===== src/rtl/pcpi_result_nibble_tx.sv =====
// Nibble-serial transmitter for a 32-bit PCPI result word, LS nibble first, 4-phase valid/ack handshake.
// Optional ACK_TIMEOUT_EN aborts a word whose far end stops answering for TIMEOUT_CYCLES cycles.
module pcpi_result_nibble_tx #(
  parameter int NIBBLES        = 8,
  parameter int TIMEOUT_CYCLES = 255
) (
  input  logic                   clk,
  input  logic                   rst_n,
  input  logic                   load_valid,
  input  logic [4*NIBBLES-1:0]   load_data,
  output logic                   load_ready,
  output logic [3:0]             nib_data,
  output logic                   nib_valid,
  input  logic                   nib_ack,
  output logic                   busy,
  output logic                   done,
  output logic                   err
);

  // Handshake: nib_valid rises with a new nibble (SEND); the far end raises nib_ack once it has
  // taken it; nib_valid then drops (RELEASE) and the next nibble waits until nib_ack is low again.
  localparam int CW = (NIBBLES > 1) ? $clog2(NIBBLES) : 1;
  localparam logic [CW-1:0] LAST = CW'(NIBBLES - 1);

  typedef enum logic [1:0] {IDLE, SEND, RELEASE} state_t;

  state_t               state;
  logic [4*NIBBLES-1:0] shift;
  logic [4*NIBBLES-1:0] shift_next;
  logic [CW-1:0]        count;
  logic                 advance;
  logic                 timeout;

  assign shift_next = shift >> 4;
  assign advance    = (state == SEND && nib_ack) || (state == RELEASE && !nib_ack);
  assign load_ready = (state == IDLE);
  assign busy       = (state != IDLE);

`ifdef ACK_TIMEOUT_EN
  localparam int WW = $clog2(TIMEOUT_CYCLES + 1);
  logic [WW-1:0] wait_cnt;

  // A phase that completes on the very cycle the budget runs out still counts as completed.
  assign timeout = busy && !advance && (wait_cnt == WW'(TIMEOUT_CYCLES - 1));

  always_ff @(posedge clk) begin
    if (!rst_n) begin
      wait_cnt <= '0;
    end else if (!busy || advance || timeout) begin
      wait_cnt <= '0;
    end else begin
      wait_cnt <= wait_cnt + WW'(1);
    end
  end
`else
  assign timeout = 1'b0;
`endif

  always_ff @(posedge clk) begin
    if (!rst_n) begin
      state     <= IDLE;
      shift     <= '0;
      count     <= '0;
      nib_valid <= 1'b0;
      nib_data  <= 4'h0;
      done      <= 1'b0;
      err       <= 1'b0;
    end else begin
      done <= 1'b0;
      err  <= timeout;
      case (state)
        IDLE: begin
          if (load_valid) begin
            shift     <= load_data;
            count     <= '0;
            nib_data  <= load_data[3:0];
            nib_valid <= 1'b1;
            state     <= SEND;
          end
        end
        SEND: begin
          if (timeout) begin
            nib_valid <= 1'b0;
            state     <= IDLE;
          end else if (nib_ack) begin
            nib_valid <= 1'b0;
            state     <= RELEASE;
          end
        end
        RELEASE: begin
          if (timeout) begin
            state <= IDLE;
          end else if (!nib_ack) begin
            if (count == LAST) begin
              done  <= 1'b1;
              state <= IDLE;
            end else begin
              shift     <= shift_next;
              count     <= count + CW'(1);
              nib_data  <= shift_next[3:0];
              nib_valid <= 1'b1;
              state     <= SEND;
            end
          end
        end
        default: begin
          nib_valid <= 1'b0;
          state     <= IDLE;
        end
      endcase
    end
  end

endmodule

===== config.mk =====
export PLATFORM = sky130hd
export DESIGN_NAME = pcpi_result_nibble_tx
export DESIGN_NICKNAME = d
export VERILOG_FILES = /design/src/rtl/pcpi_result_nibble_tx.sv
export SDC_FILE = /design/constraint.sdc
export NUM_CORES = 1
export LEC_CHECK = 0
export ABC_AREA = 1
export BUFFER_PORTS_ARGS = -buffer_cell sky130_fd_sc_hd__buf_2
export CAP_MARGIN = 20
export CELL_PAD_IN_SITES_DETAIL_PLACEMENT = 2
export CELL_PAD_IN_SITES_GLOBAL_PLACEMENT = 2
export CORE_MARGIN = 10
export CORE_UTILIZATION = 28
export CTS_CLUSTER_DIAMETER = 60
export CTS_CLUSTER_SIZE = 8
export DETAILED_ROUTE_END_ITERATION = 16
export HOLD_SLACK_MARGIN = 0.15
export PLACE_DENSITY = 0.89
export SLEW_MARGIN = 20
export SYNTH_ARGS = -nofsm -noshare
export SYNTH_HDL_FRONTEND = slang
export SYNTH_SLANG_ARGS = --single-unit

===== constraint.sdc =====
create_clock -name clk -period 2 [get_ports clk]
set_input_delay 0.1 -clock clk [delete_from_list [all_inputs] [get_ports clk]]
set_output_delay 0.1 -clock clk [all_outputs]
set_load 0.01 [all_outputs]

Yosys cells after proc, flatten, opt, wreduce, memory -nomap -nowiden
Index checks and enable logic that the tools add are counted.

cells by class
  reduce and logical (&&, ||, !) cells = 7
  bitwise logic cells = 2
  equal/unequal tests = 7
  add/sub/neg operators = 1
  mux-type cells = 23

operators by type and width
  kind                 number
  $mux 32              3
  $pmux 32 s2          1
  $mux 4               3
  $mux 3               3
  $ne 2x2->1 const B   4
  $pmux 4 s2           1
  $reduce_and 4->1     2
  $mux 1               6
  $mux 2               3
  $pmux 2 s3           1
  $pmux 3 s2           1
  $reduce_bool 2->1    2
  $add 3x1->3 const B  1
  $eq 3x3->1 const B   1
  $pmux 1 s3           1
  $reduce_and 3->1     1
  $reduce_or 3->1      1
  $eq 2x1->1 const B   1
  $eq 2x2->1 const B   1
  $logic_not 2->1      1
  $not 1->1            2

storage, ports and cells
  output and inout bits = 9
  word-level logic and storage cells = 46
  register bits after elaboration = 43

Longest topological paths before layout
Gate-level depths: netlist of run 1.

  depth after elaboration = 4
  gate-level depth with buffers = 8
  gate-level depth less buffers = 7

Least setup slack after synthesis of run 1
No wires, ideal clock.

  kind = register to register
  start point = register count[0]
  end point = register count[0]
  cell stages (with the launch flop) = 8
  arrival time = 1.402 ns
  path slack = 0.482 ns
  cell sequence = dfxtp_1 > ha_1 > ha_1 > a21oi_1 > nand3_2 > buf_6 > o21ai_0 > nor2_1

on the way
  longest elaborated chain between the ends = 4
  elaborated cells on any way between the ends = 7

RTL lines
  what                    line  RTL
  from (decl)             30    logic [CW-1:0] count;
  from (signal assigned)  99    count <= count + CW'(1);
  $add 3x1->3             99
  $mux 3                  94    if (count == LAST) begin
  $mux 3                  93    end else if (!nib_ack) begin
  $pmux 3 s2              71    case (state)

Several ways; a longest one is shown, not always the timed one. The select of a mux whose other input is x is not followed.
A chain may end at the register's enable or synchronous reset.

Worst setup path in the final report of run 1
  start point = register count[0]
  end point = register shift[7]

on the way
  longest elaborated chain between the ends = 3

RTL lines
  what                        line  RTL
  $eq 3x3->1                  94
  $ne 2x2->1 (no line)        --
  $reduce_and 4->1 (no line)  --
  to (signal assigned)        74    shift <= load_data;
  to (signal assigned)        98    shift <= shift_next;
  to (decl)                   28    logic [4*NIBBLES-1:0] shift;

Every way passes these cells.

==> flow_metrics.env, run 1 <==
export IMPL_yosysTopAreaCell="dfxtp_1"
export IMPL_syn_cell_area_um2=1870
export IMPL_timing_rr_start="count[0]"
export IMPL_grt_pass1_wl_um=9760
export IMPL_grtUsageTotal_pct=11.6
export IMPL_maxCapViolations=0
export IMPL_finalCritPeriodShare_pct=86.8
export IMPL_rows=29
export IMPL_ys_seq_area_share_pct=41.8
export IMPL_worst_slew_pin_slew_ps=570
export IMPL_max_stage_delay_ps=330
export IMPL_critPathBufInv=1
export IMPL_core_um2=6420
export IMPL_synth_top_area_share_pct=41.8
export IMPL_setup_viol=0
export IMPL_r2r_end="shift[7]"
export IMPL_dieWidth_um=102
export IMPL_slew_limit_headroom_pct=62.0
export IMPL_syn_area_per_cell_um2=6.68
export IMPL_drt_pass1_iter_count=4
export IMPL_setup_ws_ps=264
export IMPL_diodes=0
export IMPL_fmax_mhz=576
export IMPL_grt_ovfl_total=0
export IMPL_clk_transition_reported_paths_ps=80
export IMPL_wirelength_um=5650
export IMPL_drc=0
export IMPL_cts_buffers=5
export IMPL_outcome="finished, final reports clean"
export IMPL_hold_slack_ps=157
export IMPL_crit_top_cell="ha_1"
export IMPL_fin_cells=395
export IMPL_detail_route_wl_per_cell_um=14.3
export IMPL_nNetsFinal=356
export IMPL_port_buffers=43
export IMPL_antenna_left=0
export IMPL_hold_path_class="input pin to flop"
export IMPL_placed_cells=383
export IMPL_first_iter_violations=49
export IMPL_h_tree_depth=2
export IMPL_drive_gt1_share_pct=19.5
export IMPL_powerDensity_nw_per_um2=871
export IMPL_initial_core_util_pct=29.1
export IMPL_whs_path_depth=5
export IMPL_syn_inst=280
export IMPL_area_delta_synth_final_pct=17.9
export IMPL_place_congestion=0.707
export IMPL_synth_nets=318
export IMPL_dieArea_um2=10300
export IMPL_cts_resized=0
export IMPL_die_height_um=102
export IMPL_ir_drop_v=0.000238
export IMPL_worstPathRequired_ps=2180
export IMPL_finalHoldViolations=0
export IMPL_cp_top_family="compound AO/OA/AOI/OAI gates"
export IMPL_hp_start="load_data[14]"
export IMPL_r2r_cells=7
export IMPL_grt_max_degree=37
export IMPL_rsz0062_at_grt="false"
export IMPL_cp_max_fo=35
export IMPL_endpoint_kind="flop"
export IMPL_critPathKind="flop to flop"
export IMPL_p_leak_uw=0.00112
export IMPL_crit_chain="ha_1, ha_1, a21oi_1, nand3_2, buf_4, o21ai_0, nor2_1"
export IMPL_drv_slew=0
export IMPL_clock_tree_root_cell="clkbuf_8"
export IMPL_arrival_ps=1920
export IMPL_fin_setup_tns_ps=0
export IMPL_pre_cts_ws_ps=246
export IMPL_yosys_warnings=0
export IMPL_pin_count=45
export IMPL_vias_per_cell=4.73
export IMPL_hold_path_endpoint="shift[14]"
export IMPL_dp_hpwl_um=4020
export IMPL_fin_worst_skew_ps=4.64
export IMPL_vias=1868
export IMPL_yosys_top_cells_area="dfxtp_1 (42%), nand2_1 (17%), nor2_1 (14%), o21ai_0 (6.2%), buf_6 (3.6%)"
export IMPL_min_period_ps=1740
export IMPL_cts_buffer_depth=2
export IMPL_synth_cell_type_count=21
export IMPL_r2r_slack_ps=260
export IMPL_antenna_found_initial=0
export IMPL_clock_latency_ps=290
export IMPL_cp_start_kind="flop"
export IMPL_cpMaxStageDelayCell="dfxtp_1"
export IMPL_ys_ff_latch=39
export IMPL_cts_sinks=39
export IMPL_grt_pass1_vias=2104
export IMPL_cts_tree="built"
-- logic make-up after synthesis --
family,count (synthesis),synth area share [%]
and+or+nand+nor,165,35.1
other,1,0.201
buffers and inverters,29,9.77
adders and majority gates,2,1.34
AOI/OAI and AO/OA,44,11.8
DFF,39,41.8
-- flip-flops by register name, summed over array words and instances, names as in the netlist --
register / count
state: 2
count: 3
shift: 29
nib_data: 3
done: 1
nib_valid: 1
-- worst reg2reg max path, delay by kind of cell, from the launching register on --
kind | cells | cell delay (ps)
buffers and inverters | 1 | 270
adders and majority gates | 2 | 410
DFF | 1 | 330
and+or+nand+nor | 2 | 180
AOI/OAI and AO/OA | 2 | 450
-- through the flow --
stage	power (uW)	utilization, %	area (um2)
6_report	1920	34.3	2200
5_1_grt	2060	34.3	2200
4_1_cts	1960	34.3	2200
3_5_place_dp	1410	32.2	2070
3_3_place_gp	1370	32.2	2070
2_1_floorplan	1290	-	1870
-- area by class of cell --
type                            instances  area, um2
Sequential cell                        39        781
Clock buffer                            6       82.6
Multi-Input combinational cell        212        906
Fill cell                             803       4220
Inverter                                9       33.8
Clock inverter                          1       5.00
Tap cell                               77       96.3
Timing Repair Buffer                   51        300
-- what timing repair did --
item	in CTS	in global routing
hold buffers	5	0
buffers inserted	0	0
hold endpoints to repair	6	0
-- where the power goes --
group	total [uW]	switching (uW)	internal, uW	leakage, uW
clock	535	265	271	0.0000470
sequential	941	57.5	884	0.000324
combinational	443	275	168	0.000748
-- worst max-delay path by stage --
stage	startpoint	end	cells after the start
floorplan	count[0]	count[0]	7
global placement	count[0]	shift[22]	7
detailed placement	count[0]	shift[31]	7
CTS	count[0]	shift[24]	7
global route	count[0]	shift[21]	7
finish	count[0]	shift[7]	7
-- synth_stat cells, drive strengths merged --
| master | n |
|---|---|
| nand2 | 88 |
| nor2 | 71 |
| dfxtp | 39 |
| o21ai | 36 |
| buf | 17 |
| inv | 9 |
| a21oi | 8 |
| nand3 | 4 |
| clkbuf | 3 |
| ha | 2 |
| conb | 1 |
| nand3b | 1 |
| nor3 | 1 |
-- routing by layer --
metal / GRT usage (%) / part of all wire [%] / up-vias / wire length [um]
met5: 0 / 0 / - / 0
met3: 3.40 / 4.9 / 6 / 276
met1: 12.8 / 44 / 890 / 2480
met4: 3.30 / 1.0 / 0 / 58
li1: - / - / 938 / -
met2: 20.9 / 50 / 34 / 2840
-- cells in the final DEF, fill, tap and decap left out --
| cell | n |
|---|---|
| clkbuf_8 | 6 |
| inv_2 | 2 |
| buf_2 | 43 |
| nand2_1 | 85 |
| nor2_4 | 1 |
| dlygate4sd3_1 | 5 |
| nand3b_1 | 1 |
| inv_1 | 7 |
| nand3_2 | 2 |
| nor2_2 | 1 |
| nand3_1 | 2 |
| nand2_2 | 3 |
| buf_4 | 2 |
| buf_12 | 1 |
| o21ai_1 | 13 |
| clkinv_2 | 1 |
| a21oi_1 | 8 |
| nor2_1 | 69 |
| nor3_1 | 1 |
| conb_1 | 1 |
| ha_1 | 2 |
| o21ai_0 | 23 |
| dfxtp_1 | 39 |
Power figures use the tool's default switching activity.
==> run 2: changes to the inputs <==
--- a/config.mk
+++ b/config.mk
@@ -17,6 +17,7 @@
 export DETAILED_ROUTE_END_ITERATION = 16
 export HOLD_SLACK_MARGIN = 0.15
 export PLACE_DENSITY = 0.89
+export RECOVER_POWER = 100
 export SLEW_MARGIN = 20
 export SYNTH_ARGS = -nofsm -noshare
 export SYNTH_HDL_FRONTEND = slang
==> flow_metrics.env, run 2 (same netlist as run 1, synthesis figures left out) <==
export IMPL_power_switching_uw=590
export IMPL_hp_start="load_data[10]"
export IMPL_first_iter_violations=51
export IMPL_ir_drop_v=0.000237
export IMPL_final_cell_mix="nand2_1 (85), nor2_1 (70), dfxtp_1 (39)"
export IMPL_dieArea_um2=10300
export IMPL_p_int_uw=1310
export IMPL_grt_max_degree=37
export IMPL_fmax_mhz=568
export IMPL_grtUsageTotal_pct=11.6
export IMPL_top_regs="shift: 29 flops, count: 3 flops, nib_data: 3 flops"
export IMPL_critPathKind="flop to flop"
export IMPL_fin_setup_tns_ps=0
export IMPL_rows=29
export IMPL_drc=0
export IMPL_core_um2=6420
export IMPL_antenna_found_initial=0
export IMPL_p_clk_share_pct=28.0
export IMPL_finalCritPeriodShare_pct=88.0
export IMPL_p_leak_uw=0.00109
export IMPL_largest_reg_flops=29
export IMPL_rsz0062_at_grt="false"
export IMPL_worstPathRequired_ps=2180
export IMPL_fin_worst_skew_ps=5.02
export IMPL_clock_latency_ps=290
export IMPL_crit_path_start="count[0]"
export IMPL_pin_count=45
export IMPL_swShare_pct=31.0
export IMPL_outcome="finished, final reports clean"
export IMPL_cp_max_fo=35
export IMPL_nNetsFinal=356
export IMPL_fin_cells=395
export IMPL_fill_cells=810
export IMPL_port_buffers=43
export IMPL_grt_pass1_wl_um=9760
export IMPL_drv_slew=0
export IMPL_cts_sinks=39
export IMPL_clock_tree_root_cell="clkbuf_8"
export IMPL_setup_viol=0
export IMPL_regMostFlops="shift"
export IMPL_hold_path_class="input pin to flop"
export IMPL_slew_limit_headroom_pct=62.9
export IMPL_placed_cells=383
export IMPL_final_common_cell="nand2_1"
export IMPL_grt_ovfl_total=0
export IMPL_timing_rr_start="count[0]"
export IMPL_drt_pass1_iter_count=4
export IMPL_cts_tree="built"
export IMPL_grt_pass1_vias=2104
export IMPL_cts_buffer_depth=2
export IMPL_drive_gt1_share_pct=16.4
export IMPL_endpoint_kind="flop"
export IMPL_dieWidth_um=102
export IMPL_antenna_left=0
export IMPL_maxCapViolations=0
export IMPL_worst_slew_pin_slew_ps=556
export IMPL_cts_buffers=5
export IMPL_clk_transition_reported_paths_ps=70
export IMPL_p_seq_share_pct=49.4
export IMPL_initial_core_util_pct=29.1
export IMPL_vias=1876
export IMPL_detail_route_wl_per_cell_um=14.3
export IMPL_die_height_um=102
export IMPL_h_tree_depth=2
export IMPL_r2r_cells=7
export IMPL_arrival_ps=1940
export IMPL_cts_setup_buffers=0
export IMPL_vias_per_cell=4.75
export IMPL_area_delta_synth_final_pct=16.8
export IMPL_min_period_ps=1760
export IMPL_finalHoldViolations=0
export IMPL_whs_path_depth=5
export IMPL_wirelength_um=5650
export IMPL_diodes=0
export IMPL_powerDensity_nw_per_um2=872
export IMPL_comb_power_share_pct=22.6
export IMPL_dp_hpwl_um=4020
export IMPL_cp_start_kind="flop"
export IMPL_place_congestion=0.707
run 2: path summary, 6_finish.rpt:
| kind | slack (ps) | endpoint |
|---|---|---|
| worst max-delay path | 240 | shift[12] |
| worst min-delay path | 170 | shift[10] |
| worst min register to register | 480 | nib_valid |
| worst max register to register | 240 | shift[12] |
run 2: area by class of cell:
type / count / area, um2 / area share [%]
Sequential cell: 39 / 781 / 35.8
Timing Repair Buffer: 51 / 292 / 13.4
Clock buffer: 6 / 82.6 / 3.78
Clock inverter: 1 / 5.00 / 0.229
Tap cell: 77 / 96.3 / 4.41
Multi-Input combinational cell: 212 / 893 / 40.9
Inverter: 9 / 33.8 / 1.55
run 2: critical path: stages, from the launching register on:
cell     delay [ps]
dfxtp_1         330
ha_1            210
ha_1            200
a21oi_1         200
nand3_1         150
buf_4           270
o21ai_0         210
nor2_1           70
run 2: what timing repair did:
item                       CTS  global route
resized for setup            0             0
hold buffers                 5             0
hold endpoints to repair     6             0
setup endpoints to repair    0             0
run 2: through the flow:
| step | hold WS [ps] | utilization [%] | setup slack [ps] | cell area (um2) | total power, uW |
|---|---|---|---|---|---|
| 5_1_grt | 209 | 34.0 | 63.4 | 2180 | 2050 |
| 3_5_place_dp | 335 | 32.2 | 246 | 2070 | 1410 |
| 2_1_floorplan | 177 | - | 482 | 1870 | 1290 |
| 3_3_place_gp | 325 | 32.2 | 399 | 2070 | 1370 |
| 6_report | 173 | 34.0 | 239 | 2180 | 1900 |
| 4_1_cts | 158 | 34.3 | 246 | 2200 | 1960 |
run 2: routing by layer:
layer / global-route usage (%) / part of all wire (%) / vias to the layer above
met5: 0 / 0 / -
met4: 3.30 / 1.0 / 0
met3: 3.40 / 4.9 / 5
met2: 20.9 / 50 / 36
met1: 12.8 / 44 / 897
li1: - / - / 938
run 2: power by group through the flow:
stage,Sequential [uW],Combinational (uW),Clock (uW)
finish,940,430,534
global route,956,505,589
CTS,943,457,557
detailed placement,960,446,0
global placement,953,418,0
floorplan,946,340,0
